===== config.mk =====
export PLATFORM = sky130hd
export DESIGN_NAME = pc_fetch_unit
export DESIGN_NICKNAME = d
export VERILOG_FILES = /design/src/rtl/pc_fetch_pkg.sv /design/src/rtl/fetch_fifo.sv /design/src/rtl/pc_fetch_unit.sv
export SDC_FILE = /design/constraint.sdc
export NUM_CORES = 1
export LEC_CHECK = 0
export ABC_AREA = 1
export BUFFER_PORTS_ARGS = -buffer_cell sky130_fd_sc_hd__buf_2
export CAP_MARGIN = 40
export CORE_ASPECT_RATIO = 1.5
export CORE_UTILIZATION = 25
export DETAILED_ROUTE_END_ITERATION = 16
export SLEW_MARGIN = 20
export SYNTH_ARGS = -nofsm -noshare
export SYNTH_HDL_FRONTEND = slang
export SYNTH_HIERARCHICAL = 1
export SYNTH_SLANG_ARGS = --single-unit

===== constraint.sdc =====
create_clock -name clk -period 6.5 [get_ports clk]
set_clock_uncertainty 0.05 [all_clocks]
set_input_delay 0 -clock clk [delete_from_list [all_inputs] [get_ports clk]]
set_output_delay 0 -clock clk [all_outputs]
set_load 0.02 [all_outputs]

===== src/rtl/pc_fetch_pkg.sv =====
// Shared fetch/branch definitions: reset vector, PC word step, branch codes and
// the entry/tag record types used by the IF stage.
package pc_fetch_pkg;

  localparam logic [31:0] RESET_VECTOR_DEFAULT = 32'hBFC0_0000;
  localparam logic [31:0] WORD_STEP            = 32'd4;

  typedef enum logic [2:0] {
    BR_NONE, BR_EQ, BR_NE, BR_LEZ, BR_GTZ, BR_LTZ, BR_GEZ, BR_JUMP
  } br_code_e;

  typedef enum logic [1:0] {
    FS_RUN, FS_HOLD, FS_WAIT_GNT
  } fetch_state_e;

  typedef struct packed {
    logic [31:0] pc;
    logic [31:0] instr;
  } fetch_entry_t;

  typedef struct packed {
    logic [31:0] pc;
    logic        kill;
  } fetch_tag_t;

endpackage


===== src/rtl/fetch_fifo.sv =====
// Show-ahead buffer of fetched {pc,instr} pairs. A flush keeps at most the
// head (after this cycle's pop/push) and only when it matches keep_pc_i.
module fetch_fifo
  import pc_fetch_pkg::*;
#(
  parameter int DEPTH = 2
) (
  input  logic                       clk,
  input  logic                       rst_n,
  input  logic                       push_i,
  input  logic [31:0]                push_pc_i,
  input  logic [31:0]                push_instr_i,
  input  logic                       pop_i,
  input  logic                       flush_i,
  input  logic [31:0]                keep_pc_i,
  output logic                       kept_o,
  output logic                       head_valid_o,
  output logic [31:0]                head_pc_o,
  output logic [31:0]                head_instr_o,
  output logic [$clog2(DEPTH):0]     count_o
);

  localparam int AW = $clog2(DEPTH);
  localparam int CW = AW + 1;

  fetch_entry_t    mem_q [DEPTH];
  logic [AW-1:0]   rd_q, wr_q;
  logic [CW-1:0]   count_q;

  logic [CW-1:0]   after_pop;
  logic [AW-1:0]   head_idx;
  logic            old_head;
  logic [31:0]     cand_pc;
  logic            mem_we;

  // The head that survives a flush is the oldest entry after the pop, or the
  // incoming push when the buffer would otherwise be empty.
  always_comb begin
    after_pop = count_q - CW'(pop_i);
    head_idx  = rd_q + AW'(pop_i);
    old_head  = (after_pop != '0);
    cand_pc   = old_head ? mem_q[head_idx].pc : push_pc_i;
    kept_o    = flush_i && (old_head || push_i) && (cand_pc == keep_pc_i);
    mem_we    = push_i && (!flush_i || (kept_o && !old_head));
  end

  always_ff @(posedge clk) begin
    if (mem_we) mem_q[wr_q] <= '{pc: push_pc_i, instr: push_instr_i};
  end

  always_ff @(posedge clk or negedge rst_n) begin
    if (!rst_n) begin
      rd_q    <= '0;
      wr_q    <= '0;
      count_q <= '0;
    end else if (flush_i) begin
      if (!kept_o) begin
        rd_q    <= wr_q;
        count_q <= '0;
      end else if (old_head) begin
        rd_q    <= head_idx;
        wr_q    <= head_idx + AW'(1);
        count_q <= CW'(1);
      end else begin
        rd_q    <= wr_q;
        wr_q    <= wr_q + AW'(1);
        count_q <= CW'(1);
      end
    end else begin
      if (push_i) wr_q <= wr_q + AW'(1);
      if (pop_i)  rd_q <= rd_q + AW'(1);
      count_q <= count_q + CW'(push_i) - CW'(pop_i);
    end
  end

  assign head_valid_o = (count_q != '0);
  assign head_pc_o    = mem_q[rd_q].pc;
  assign head_instr_o = mem_q[rd_q].instr;
  assign count_o      = count_q;

endmodule


===== src/rtl/pc_fetch_unit.sv =====
// IF stage: owns the fetch PC, issues in-order imem requests under a credit
// limit, tracks in-flight tags and applies delay-slot-preserving redirects.
module pc_fetch_unit
  import pc_fetch_pkg::*;
#(
  parameter logic [31:0] RESET_VECTOR = RESET_VECTOR_DEFAULT,
  parameter int          DEPTH        = 2
) (
  input  logic        clk,
  input  logic        rst_n,
  input  logic        redirect_valid,
  input  logic [31:0] redirect_pc,
  input  logic [31:0] redirect_slot_pc,
  output logic        imem_req,
  output logic [31:0] imem_addr,
  input  logic        imem_gnt,
  input  logic        imem_rvalid,
  input  logic [31:0] imem_rdata,
  output logic        if_valid,
  output logic [31:0] if_pc,
  output logic [31:0] if_instr,
  input  logic        id_ready
);

  localparam int AW = $clog2(DEPTH);
  localparam int CW = AW + 1;

  fetch_state_e  state_q, state_d;
  logic [31:0]   pc_q, pc_d, redir_pc_q, redir_pc_d;
  logic          pend_redir_q, pend_redir_d;
  fetch_tag_t    tag_q [DEPTH];
  fetch_tag_t    tag_d [DEPTH];
  logic [AW-1:0] tag_rd_q, tag_rd_d, tag_wr_q, tag_wr_d;
  logic [CW-1:0] inflight_q, inflight_d;

  logic [CW-1:0] fifo_count;
  logic [CW:0]   used_c;
  logic          credit_ok, issue, fifo_kept, resp_keep, seen_c;
  logic [AW-1:0] idx_c;
  fetch_tag_t    oldest_tag;

  assign used_c    = {1'b0, inflight_q} + {1'b0, fifo_count};
  assign credit_ok = used_c < (CW+1)'(DEPTH);
  assign imem_req  = rst_n && ((state_q == FS_WAIT_GNT) || credit_ok);
  assign imem_addr = pc_q;
  assign issue     = imem_req && imem_gnt;
  assign oldest_tag = tag_q[tag_rd_q];
  // Responses are classified against kill bits before any redirect this cycle.
  assign resp_keep = imem_rvalid && !oldest_tag.kill;

  fetch_fifo #(.DEPTH(DEPTH)) u_fifo (
    .clk          (clk),
    .rst_n        (rst_n),
    .push_i       (resp_keep),
    .push_pc_i    (oldest_tag.pc),
    .push_instr_i (imem_rdata),
    .pop_i        (if_valid && id_ready),
    .flush_i      (redirect_valid),
    .keep_pc_i    (redirect_slot_pc),
    .kept_o       (fifo_kept),
    .head_valid_o (if_valid),
    .head_pc_o    (if_pc),
    .head_instr_o (if_instr),
    .count_o      (fifo_count)
  );

  always_comb begin
    tag_d      = tag_q;
    tag_rd_d   = tag_rd_q + AW'(imem_rvalid);
    tag_wr_d   = tag_wr_q;
    inflight_d = inflight_q - CW'(imem_rvalid);
    seen_c     = fifo_kept;
    idx_c      = tag_rd_d;
    if (issue) begin
      tag_d[tag_wr_q] = '{pc: pc_q, kill: pend_redir_q};
      tag_wr_d        = tag_wr_q + AW'(1);
      inflight_d      = inflight_d + CW'(1);
    end
    // Only the oldest live tag may survive, and only if it is the delay slot.
    if (redirect_valid) begin
      for (int p = 0; p < DEPTH; p++) begin
        idx_c = tag_rd_d + AW'(p);
        if ((CW'(p) < inflight_d) && !tag_d[idx_c].kill) begin
          if (seen_c || (tag_d[idx_c].pc != redirect_slot_pc)) tag_d[idx_c].kill = 1'b1;
          seen_c = 1'b1;
        end
      end
    end
  end

  always_comb begin
    pc_d         = pc_q;
    pend_redir_d = pend_redir_q;
    redir_pc_d   = redir_pc_q;
    if (issue) begin
      pc_d         = pend_redir_q ? redir_pc_q : pc_q + WORD_STEP;
      pend_redir_d = 1'b0;
    end
    if (redirect_valid) begin
      if (!imem_req || imem_gnt) begin
        pc_d         = redirect_pc;
        pend_redir_d = 1'b0;
      end else begin
        pend_redir_d = 1'b1;
        redir_pc_d   = redirect_pc;
      end
    end
  end

  always_comb begin
    state_d = state_q;
    unique case (state_q)
      FS_RUN:      if (!credit_ok) state_d = FS_HOLD;
                   else if (!imem_gnt) state_d = FS_WAIT_GNT;
      FS_HOLD:     if (credit_ok) state_d = imem_gnt ? FS_RUN : FS_WAIT_GNT;
      FS_WAIT_GNT: if (imem_gnt) state_d = FS_RUN;
      default:     state_d = FS_RUN;
    endcase
  end

  always_ff @(posedge clk or negedge rst_n) begin
    if (!rst_n) begin
      state_q      <= FS_RUN;
      pc_q         <= RESET_VECTOR;
      redir_pc_q   <= '0;
      pend_redir_q <= 1'b0;
      tag_rd_q     <= '0;
      tag_wr_q     <= '0;
      inflight_q   <= '0;
      for (int i = 0; i < DEPTH; i++) tag_q[i] <= '0;
    end else begin
      state_q      <= state_d;
      pc_q         <= pc_d;
      redir_pc_q   <= redir_pc_d;
      pend_redir_q <= pend_redir_d;
      tag_rd_q     <= tag_rd_d;
      tag_wr_q     <= tag_wr_d;
      inflight_q   <= inflight_d;
      for (int i = 0; i < DEPTH; i++) tag_q[i] <= tag_d[i];
    end
  end

endmodule


==> impl_metrics.csv, run 1 <==
group,metric,value,unit
layout,final_util,0.309,
global_route,grt.overflow.total,0,
global_route,grt_max_degree,93,
cts,clk_pin_slew_worst_paths,0.06,ns
logic_synthesis,postSynthCellCount,2444,
power_and_ir_drop,p_int,0.00536,W
power_and_ir_drop,power_frac_seq,0.274,
cts,cts_buffer_depth,3,
floorplanning,dieArea,69500,µm²
cts,cts-buffers-inserted,34,
placement,dp_hpwl,46.7,mm
logic_synthesis,ys_ff_latch,269,
logic_synthesis,synth.yosys.seq_area_share,0.432,
timing,finalCriticalPeriod,4.30,ns
critical_path,slowest_delay,0.48,ns
layout,finish.instance_area,20900,µm²
critical_path,path_cells,"inv_1 -> nand2_1 -> nand2_1 -> inv_1 -> ha_1 -> nand2_1 -> inv_2 -> nor2_4 -> nand2_1 -> nand3_2 -> nand2_1 -> nand2_1 -> nand2_1 -> nor2_1 -> nand3_1 -> nor2_2 -> nand3_1 -> a21oi_4 -> buf_4 -> buf_16",
placement,place_congestion,0.928,
routing,via_count,17200,
timing,slew_headroom,0.367,
global_route,grt_pass1_wl,95.8,mm
critical_path,arrival,4.47,ns
logic_synthesis,synth_nets,2551,
cts,clock-root-buffer,"clkbuf_16",
routing,dr.first_iter.drc_count,1407,
run,maxCapViolCount,0,
cts,clk_latency,0.57,ns
power_and_ir_drop,leakage,10.4,nW
logic_synthesis,yosysTopAreaCellShare,0.225,
timing,report.final.slew_viol_count,0,
critical_path,reg2reg_slack,2.20,ns
floorplanning,die_w,216,µm
worst_hold_path,hold_path.class,"in -> reg",
layout,synthToLayoutAreaGrowth,22.3,%
critical_path,slowest_stage,"nor2_4",
routing,drt_first_pass_iters,6,
timing,rsz0062_at_grt,"false",
placement,pre_cts_ws,2.31,ns
floorplanning,ios,200,
timing,timing.fmax,232,MHz
logic_synthesis,synth_area_per_cell,7.00,µm²
critical_path,critical_path_class,"reg -> reg",
layout,final_common_cell,"nand2_1",
routing,antenna_left,0,
routing,detail_route.wl_per_cell,17.7,µm
layout,layout_common_cells,"990 x nand2_1, 308 x nand3_1, 268 x inv_1",
logic_synthesis,async_flop_share,0.524,
layout,nNetsFinal,2773,
timing,setup_tns,0,ns
global_route,grt_antenna_before_repair,3,
critical_path,setup.worst_path.end_class,"flop",
run_status,status,"finished clean",
timing,finalWorstSetupSlack,2.20,ns
critical_path,critPathLaunchType,"flop",
power_and_ir_drop,comb_power_share,0.543,
critical_path,cp_max_fo,50,
routing,wl,63.5,mm
power_and_ir_drop,irDropWorstVdd,258,µV
critical_path,crit_top_cell,"nand2_1",
global_route,grt_use_total,0.180,
power_and_ir_drop,p_clk_frac,0.183,
cts,cts_tree,"done",
logic_synthesis,synth_warnings,6,
logic_synthesis,synth_top_flop_cell,"dfrtp_1",
floorplanning,core.rowCount,117,
power_and_ir_drop,p_sw,0.00547,W
timing,setup_violations,0,
timing,finalHoldViolCount,0,
logic_synthesis,synth_edf_count,128,
floorplanning,start_util,0.252,
logic_synthesis,ys_types,55,
cts,htreeDepth,2,
cts,clock-sinks,269,
placement,dpl_cell_area,19000,µm²
layout,diodes,0,
power_and_ir_drop,powerDensity,518,nW/µm²
logic_synthesis,yosys.area.top_type,"edfxtp_1",
floorplanning,core,67800,µm²
layout,drive_gt1_frac,0.129,
routing,via_per_inst,4.81,
logic_synthesis,ys_top_cells_by_area,"edfxtp_1 22%, nand2_1 22%, dfrtp_1 19%",
power_and_ir_drop,swShare,0.505,
routing,drc_errors,0,
timing,finalCritPeriodShare,0.662,
timing,hold_ws,0.0372,ns
critical_path,critical_path_required,6.67,ns
floorplanning,die_y,322,µm
logic_synthesis,syn-cell-area,17100,µm²
global_route,first_global_vias,16100,
placement,io_buffers,199,
timing,tightest_slew,0.939,ns
[cells by family (layout without fill, tap and decap cells)]
group / after synthesis / in the layout / share of synthesized area
DFF: 269 / 269 / 0.432
muxes: 17 / 17 / 0.0111
and+or+nand+nor: 1540 / 1540 / 0.380
adders and majority gates: 5 / 5 / 0.00410
buffers and inverters: 386 / 634 / 0.0939
xor gates and xnor gates: 17 / 17 / 0.00914
AOI/OAI and AO/OA: 210 / 210 / 0.0702
[worst max-delay path, delay by kind of cell, from the launching register on]
family / cells / cell delay [ns]
AND/OR/NAND/NOR: 13 / 1.82
adder cells (fa/ha/maj): 1 / 0.32
buffers and inverters: 5 / 1.05
AO/OA/AOI/OAI: 1 / 0.27
flip-flops: 1 / 0.38
[power by group through the flow]
stage | clock [W] | combinational [W] | sequential (W)
final | 0.00198 | 0.00588 | 0.00297
after global routing | 0.00208 | 0.00657 | 0.00303
after CTS | 0.00202 | 0.00582 | 0.00295
after detailed placement | 0 | 0.00576 | 0.00298
after global placement | 0 | 0.00568 | 0.00298
after floorplan | 0 | 0.00410 | 0.00283
[path summary, 6_finish.rpt]
| kind | startpoint | end | depth (start not counted) |
|---|---|---|---|
| min in group asynchronous | rst_n | u_fifo/rd_q | 4 |
| min reg2reg | state_q[0] | state_q[1] | 1 |
| max | u_fifo/count_o[0] | u_fifo/mem_q[0][8] | 20 |
| max in group asynchronous | rst_n | imem_addr[22] | 5 |
| max reg2reg | u_fifo/count_o[0] | u_fifo/mem_q[0][8] | 20 |
| min | imem_gnt | tag_q[8] | 3 |
[flip-flops by register name, summed over array words and instances (netlist names)]
signal / flops
u_fifo/mem_q: 128
tag_q: 66
imem_addr: 32
redir_pc_q: 32
inflight_q: 2
state_q: 2
u_fifo/count_o: 2
pend_redir_q: 1
tag_rd_q: 1
tag_wr_q: 1
u_fifo/rd_q: 1
u_fifo/wr_q: 1
[per-stage QoR]
stage	instances	total power [W]
4_1_cts	3579	0.0108
3_5_place_dp	3448	0.00874
2_1_floorplan	2444	0.00693
6_report	3584	0.0108
3_3_place_gp	3442	0.00866
5_1_grt	3584	0.0117
[cell usage after synthesis (all sizes together) (3+ instances only)]
master   count
nand3      313
inv        276
dfstp        9
a221oi      10
o21ai      117
xor2        14
a22oi       11
clkbuf      47
a21oi       32
o2111ai      4
xnor2        3
a31oi       16
dfrtp      132
nand4       50
nor3        16
o22ai        3
mux2        16
nor4        11
nor2       136
edfxtp     128
ha           4
nand2      996
buf         63
nand3b       9
o211ai       7
or2          6
o21a         4
[cell type report]
class                           instances  area [µm²]
Fill cell                            7374       46900
Tap cell                              892        1120
Clock inverter                         24         277
Timing Repair Buffer                  296        2070
Inverter                              276        1040
Clock buffer                           38         876
Multi-Input combinational cell       1789        8160
Sequential cell                       269        7390
[per-layer routing]
layer  wire length (µm)  track usage  vias to the layer above  share of wire
li1                   -            -                     8368              -
met1              26300        0.228                     8024           0.41
met2              30800        0.312                      710           0.49
met3               4390       0.0273                      121          0.069
met4               1990       0.0591                        4          0.031
met5                 26            0                        -        0.00041
[what timing repair did]
| item | 4_1_cts | 5_1_grt |
|---|---|---|
| setup buffers | 0 | 0 |
| hold buffers | 69 | 0 |
| endpoints found under the hold margin | 269 | 0 |
| resized for setup | 0 | 0 |
Note: power is estimated with default switching activity, not from simulation.
==> run 2, diff against run 1 <==
clock period = 4.1 ns   (was 6.5 ns; I/O delays follow)
==> impl_metrics.csv, run 2 (synthesis gave the netlist of run 1 again) <==
group,metric,value,unit
critical_path,crit_family,"simple AND/OR/NAND/NOR gates",
critical_path,critPathLaunchType,"flop",
critical_path,critical_path_class,"reg -> reg",
floorplanning,core.rowCount,117,
layout,drive_gt1_frac,0.139,
placement,place_congestion,0.934,
timing,slew_headroom,0.418,
floorplanning,die_y,322,µm
cts,cts_buffer_depth,3,
floorplanning,die_w,216,µm
critical_path,cp-startpoint,"u_fifo/count_o[1]",
run,maxCapViolCount,0,
cts,clock-sinks,269,
timing,timing.fmax,264,MHz
layout,largest_register_ffs,128,
worst_hold_path,hold_start,"redirect_slot_pc[12]",
timing,finalCritPeriodShare,0.923,
timing,rsz0062_at_grt,"false",
placement,dpl.cell_count,3492,
routing,drt_first_pass_iters,6,
cts,cts_tree,"done",
layout,reg_top3,"u_fifo/mem_q: 128 flops, tag_q: 66 flops",
critical_path,arrival,4.02,ns
global_route,grt_util_met1,0.228,
layout,synthToLayoutAreaGrowth,23.5,%
critical_path,critical_path_required,4.34,ns
placement,io_buffers,199,
power_and_ir_drop,powerDensity,821,nW/µm²
cts,clk_latency,0.62,ns
floorplanning,core,67800,µm²
global_route,first_global_vias,16400,
floorplanning,start_util,0.252,
critical_path,cp_max_fo,24,
run_status,status,"finished clean",
routing,via_count,17300,
cts,htreeDepth,1,
timing,finalWorstSetupSlack,0.317,ns
timing,report.final.slew_viol_count,0,
routing,wl,63.7,mm
cts,clk_pin_slew_worst_paths,0.07,ns
timing,tightest_slew,0.865,ns
critical_path,path_buf_inv,5,
global_route,grt.overflow.total,0,
floorplanning,dieArea,69500,µm²
floorplanning,ios,200,
layout,diodes,0,
critical_path,slowest_delay,0.42,ns
cts,cts_setup_buffers,0,
power_and_ir_drop,irDropWorstVdd,383,µV
routing,detail_route.wl_per_cell,17.6,µm
global_route,grt_use_total,0.181,
routing,dr.first_iter.drc_count,1496,
cts,cts-buffers-inserted,31,
routing,antenna_left,0,
timing,setup_tns,0,ns
global_route,grt_antenna_before_repair,9,
global_route,busiest_layer,"met2",
timing,hold_ws,0.0458,ns
layout,layout_common_cells,"991 x nand2_1, 308 x nand3_1, 268 x inv_1",
layout,final-instance-count-excl-fill,3620,
critical_path,rr_startpoint,"u_fifo/count_o[1]",
timing,setup_violations,0,
global_route,grt_pass1_wl,97.1,mm
global_route,grt_use_met3,0.0246,
cts,ctsHoldBuffers,69,
critical_path,path_cells,"inv_2 -> nand2_1 -> nand2_1 -> inv_1 -> ha_1 -> nand2_1 -> inv_2 -> buf_4 -> nand2_1 -> nand4_1 -> nand2_1 -> nor2_1 -> nand2_1 -> nor2_1 -> nand2_1 -> nor2_2 -> nand3_1 -> a21oi_4 -> buf_12",
placement,dp_hpwl,47.3,mm
timing,finalHoldViolCount,0,
critical_path,slowest_stage,"dfrtp_1",
critical_path,crit_top_cell,"nand2_1",
routing,via_per_inst,4.77,
timing,finalCriticalPeriod,3.78,ns
layout,final_common_cell,"nand2_1",
placement,pre_cts_ws,0.403,ns
cts,postCtsResizedCells,0,
worst_hold_path,hold_path.class,"in -> reg",
routing,drc_errors,0,
critical_path,setup.worst_path.end_class,"flop",
layout,nNetsFinal,2810,
global_route,grt_max_degree,132,
cts,clock-root-buffer,"clkbuf_16",
layout,regMostFlops,"u_fifo/mem_q",
power_and_ir_drop,leakage,10.5,nW
global_route,grt_use_met2,0.317,
==> run 2: cell count changes in the layout (fill, tap and decap cells not counted), moves of 2 or more <==
cell / before / now
clkinv_4: 4 / 2
clkbuf_16: 34 / 31
buf_4: 18 / 53
buf_12: 4 / 14
clkbuf_1: 3 / 6
clkinvlp_4: 9 / 4
buf_16: 6 / 0
==> run 2: cell type report <==
type                            count  area, µm²
Inverter                          276       1040
Sequential cell                   269       7390
Clock buffer                       40        833
Fill cell                        7299      46600
Multi-Input combinational cell   1789       8150
Timing Repair Buffer              336       2380
Clock inverter                     18        226
Tap cell                          892       1120
==> run 2: per-stage QoR <==
step / util / area, µm² / power (W)
after floorplan: - / 17100 / 0.0110
after global placement: 0.286 / 19400 / 0.0143
after detailed placement: 0.286 / 19400 / 0.0144
after CTS: 0.312 / 21100 / 0.0174
after global routing: 0.312 / 21100 / 0.0188
final: 0.312 / 21100 / 0.0174
==> run 2: tightest hold or removal path, stage by stage <==
cell and delay, ns:
buf_2 0.17, nand2_1 0.08, nand2_1 0.05, nand2_1 0.06, nor2_1 0.03, nand2_1 0.05
nor2_1 0.03, nand3_1 0.13, nand2_1 0.06
==> run 2: where the power goes <==
part / total, W / internal (W) / switching [W]
Clock: 0.00293 / 0.00170 / 0.00123
Combinational: 0.00984 / 0.00320 / 0.00664
Sequential: 0.00460 / 0.00380 / 0.000799
Total: 0.0174 / 0.00869 / 0.00867
==> run 2: worst paths after layout <==
check	cells past startpoint	slack, ns	end
max reg2reg	19	0.32	u_fifo/mem_q[1][31]
max	19	0.32	u_fifo/mem_q[1][31]
max in group asynchronous	4	3.19	tag_q[48]
min	9	0.05	u_fifo/count_o[0]
min in group asynchronous	3	0.18	redir_pc_q[31]
min reg2reg	1	0.43	state_q[1]
==> run 2: per-layer routing <==
layer | vias to the layer above | part of all wire
li1 | 8452 | -
met1 | 7975 | 0.41
met2 | 684 | 0.48
met3 | 136 | 0.066
met4 | 8 | 0.036
met5 | - | 0.00082
==> run 3, diff against run 2 <==
RECOVER_POWER = 100   (was default)
==> impl_metrics.csv, run 3 (synthesis gave the netlist of run 1 again) <==
group,metric,value,unit
routing,drt_first_pass_iters,5,
cts,cts_tree,"done",
layout,final_common_cell,"nand2_1",
power_and_ir_drop,leakage,10.1,nW
run_status,violations,"max-capacitance violations, max-slew violations",
worst_hold_path,hold_start,"redirect_slot_pc[28]",
critical_path,r2r-end,"u_fifo/mem_q[1][43]",
floorplanning,die_y,322,µm
run_status,status,"finished, violations left",
layout,drive_gt1_frac,0.0799,
global_route,grt_antenna_before_repair,9,
critical_path,setup.worst_path.end_class,"flop",
layout,nNetsFinal,2810,
timing,tightest_slew,1.54,ns
critical_path,arrival,4.09,ns
cts,htreeDepth,1,
cts,clock-root-buffer,"clkbuf_16",
power_and_ir_drop,irDropWorstVdd,380,µV
timing,setup_violations,0,
timing,report.final.slew_viol_count,32,
cts,clock-sinks,269,
cts,clk_pin_slew_worst_paths,0.07,ns
cts,cts-buffers-inserted,31,
global_route,grt_use_total,0.181,
timing,rsz0062_at_grt,"false",
power_and_ir_drop,power,0.0171,W
routing,wl,63.9,mm
floorplanning,start_util,0.252,
placement,place_congestion,0.934,
timing,timing.fmax,261,MHz
cts,clk_latency,0.62,ns
routing,antenna_left,0,
layout,largest_register_ffs,128,
timing,hold_ws,0.0449,ns
routing,via_count,17300,
critical_path,critical_path_required,4.36,ns
cts,postCtsResizedCells,0,
run,maxCapViolCount,1,
placement,dpl.cell_count,3492,
placement,dp_hpwl,47.3,mm
power_and_ir_drop,powerDensity,820,nW/µm²
floorplanning,dieArea,69500,µm²
worst_hold_path,hold_path.class,"in -> reg",
floorplanning,ios,200,
timing,finalCriticalPeriod,3.83,ns
routing,drc_errors,0,
cts,cts_buffer_depth,3,
routing,detail_route.wl_per_cell,17.6,µm
critical_path,critical_path_class,"reg -> reg",
routing,via_per_inst,4.78,
worst_hold_path,whs_endpoint,"u_fifo/count_o[0]",
timing,finalCritPeriodShare,0.934,
timing,finalHoldViolCount,0,
routing,dr.first_iter.drc_count,1448,
layout,final-instance-count-excl-fill,3621,
critical_path,cp_max_fo,17,
critical_path,reg2reg_slack,0.27,ns
placement,pre_cts_ws,0.403,ns
critical_path,rr_startpoint,"u_fifo/count_o[0]",
timing,finalWorstSetupSlack,0.271,ns
critical_path,worstRegToRegCells,18,
global_route,first_global_vias,16400,
global_route,grt_max_degree,132,
layout,synthToLayoutAreaGrowth,21.7,%
layout,final_util,0.307,
floorplanning,die_w,216,µm
placement,io_buffers,199,
floorplanning,core,67800,µm²
layout,reg_top3,"u_fifo/mem_q: 128 flops, tag_q: 66 flops",
global_route,grt_pass1_wl,97.1,mm
global_route,grt.overflow.total,0,
worst_hold_path,holdPathStages,9,
layout,layout_common_cells,"991 x nand2_1, 309 x nand3_1, 268 x inv_1",
floorplanning,core.rowCount,117,
critical_path,critPathLaunchType,"flop",
layout,regMostFlops,"u_fifo/mem_q",
timing,slew_headroom,-0.0291,
## run 3: changes by cell type in the layout (fill, tap and decap cells not counted), moves of 2 or more
| cell | delta |
|---|---|
| buf_2 | -115 |
| clkbuf_2 | +2 |
| clkbuf_1 | +149 |
| or2_1 | -3 |
| or2_0 | +3 |
| buf_12 | -2 |
| buf_4 | -35 |
| dfstp_1 | +8 |
| dfstp_2 | -8 |
| o21ai_1 | -2 |
| o21ai_0 | +2 |
## run 3: worst max path at each step
stage,startpoint,endpoint,depth (start not counted)
6_report,u_fifo/count_o[0],u_fifo/mem_q[1][43],18
4_1_cts,u_fifo/count_o[1],u_fifo/mem_q[1][4],19
3_5_place_dp,u_fifo/count_o[1],u_fifo/mem_q[1][43],19
2_1_floorplan,u_fifo/count_o[1],u_fifo/mem_q[0][0],18
3_3_place_gp,u_fifo/count_o[1],u_fifo/mem_q[1][53],19
5_1_grt,u_fifo/count_o[0],u_fifo/mem_q[1][42],18
## run 3: stage by stage
step / setup TNS (ns) / instance area (µm²)
after detailed placement: 0 / 19400
after global placement: 0 / 19400
final: 0 / 20800
after global routing: 0 / 20800
after floorplan: -77.37 / 17100
after CTS: 0 / 21100
## run 3: report_power, final
part | switching, W | total [W] | internal [W]
clock network | 0.00123 | 0.00293 | 0.00170
registers | 0.000801 | 0.00458 | 0.00378
logic | 0.00665 | 0.00957 | 0.00292
total | 0.00869 | 0.0171 | 0.00840
## run 3: timing repair
item,in CTS,in global routing
endpoints found under the hold margin,279,0
hold buffers,69,0
setup buffers,0,0
## run 3: critical path, stage by stage (launching register included)
cell and delay, ns:
dfrtp_1 0.39, inv_1 0.08, nand2_1 0.07, nand2_1 0.08, inv_1 0.08, ha_1 0.31
nand2_1 0.11, inv_2 0.14, nor2_4 0.42, nand2_1 0.12, nand4_1 0.26, nand2_1 0.09
nor2_1 0.09, nand2_1 0.06, nor2_1 0.10, clkbuf_1 0.18, nand3_1 0.21, a21oi_4 0.40
buf_6 0.27
## run 3: metal layers
layer / share of wire / track usage / wire, µm / vias up
met3: 0.066 / 0.0246 / 4230 / 139
li1: - / - / - / 8456
met2: 0.48 / 0.317 / 30900 / 681
met1: 0.41 / 0.228 / 26400 / 8028
met5: 0.00078 / 0 / 50 / -
met4: 0.037 / 0.0629 / 2350 / 8
## run 3: final cells by class
cell class | instances | area (µm²)
diodes | 1 | 2.50
multi-input cells | 1789 | 8140
flip-flops and latches | 269 | 7390
repair buffers | 336 | 2080
clock buffers | 40 | 833
inverters | 276 | 1040
clock inverters | 18 | 226
well taps | 892 | 1120
fillers | 7412 | 47000
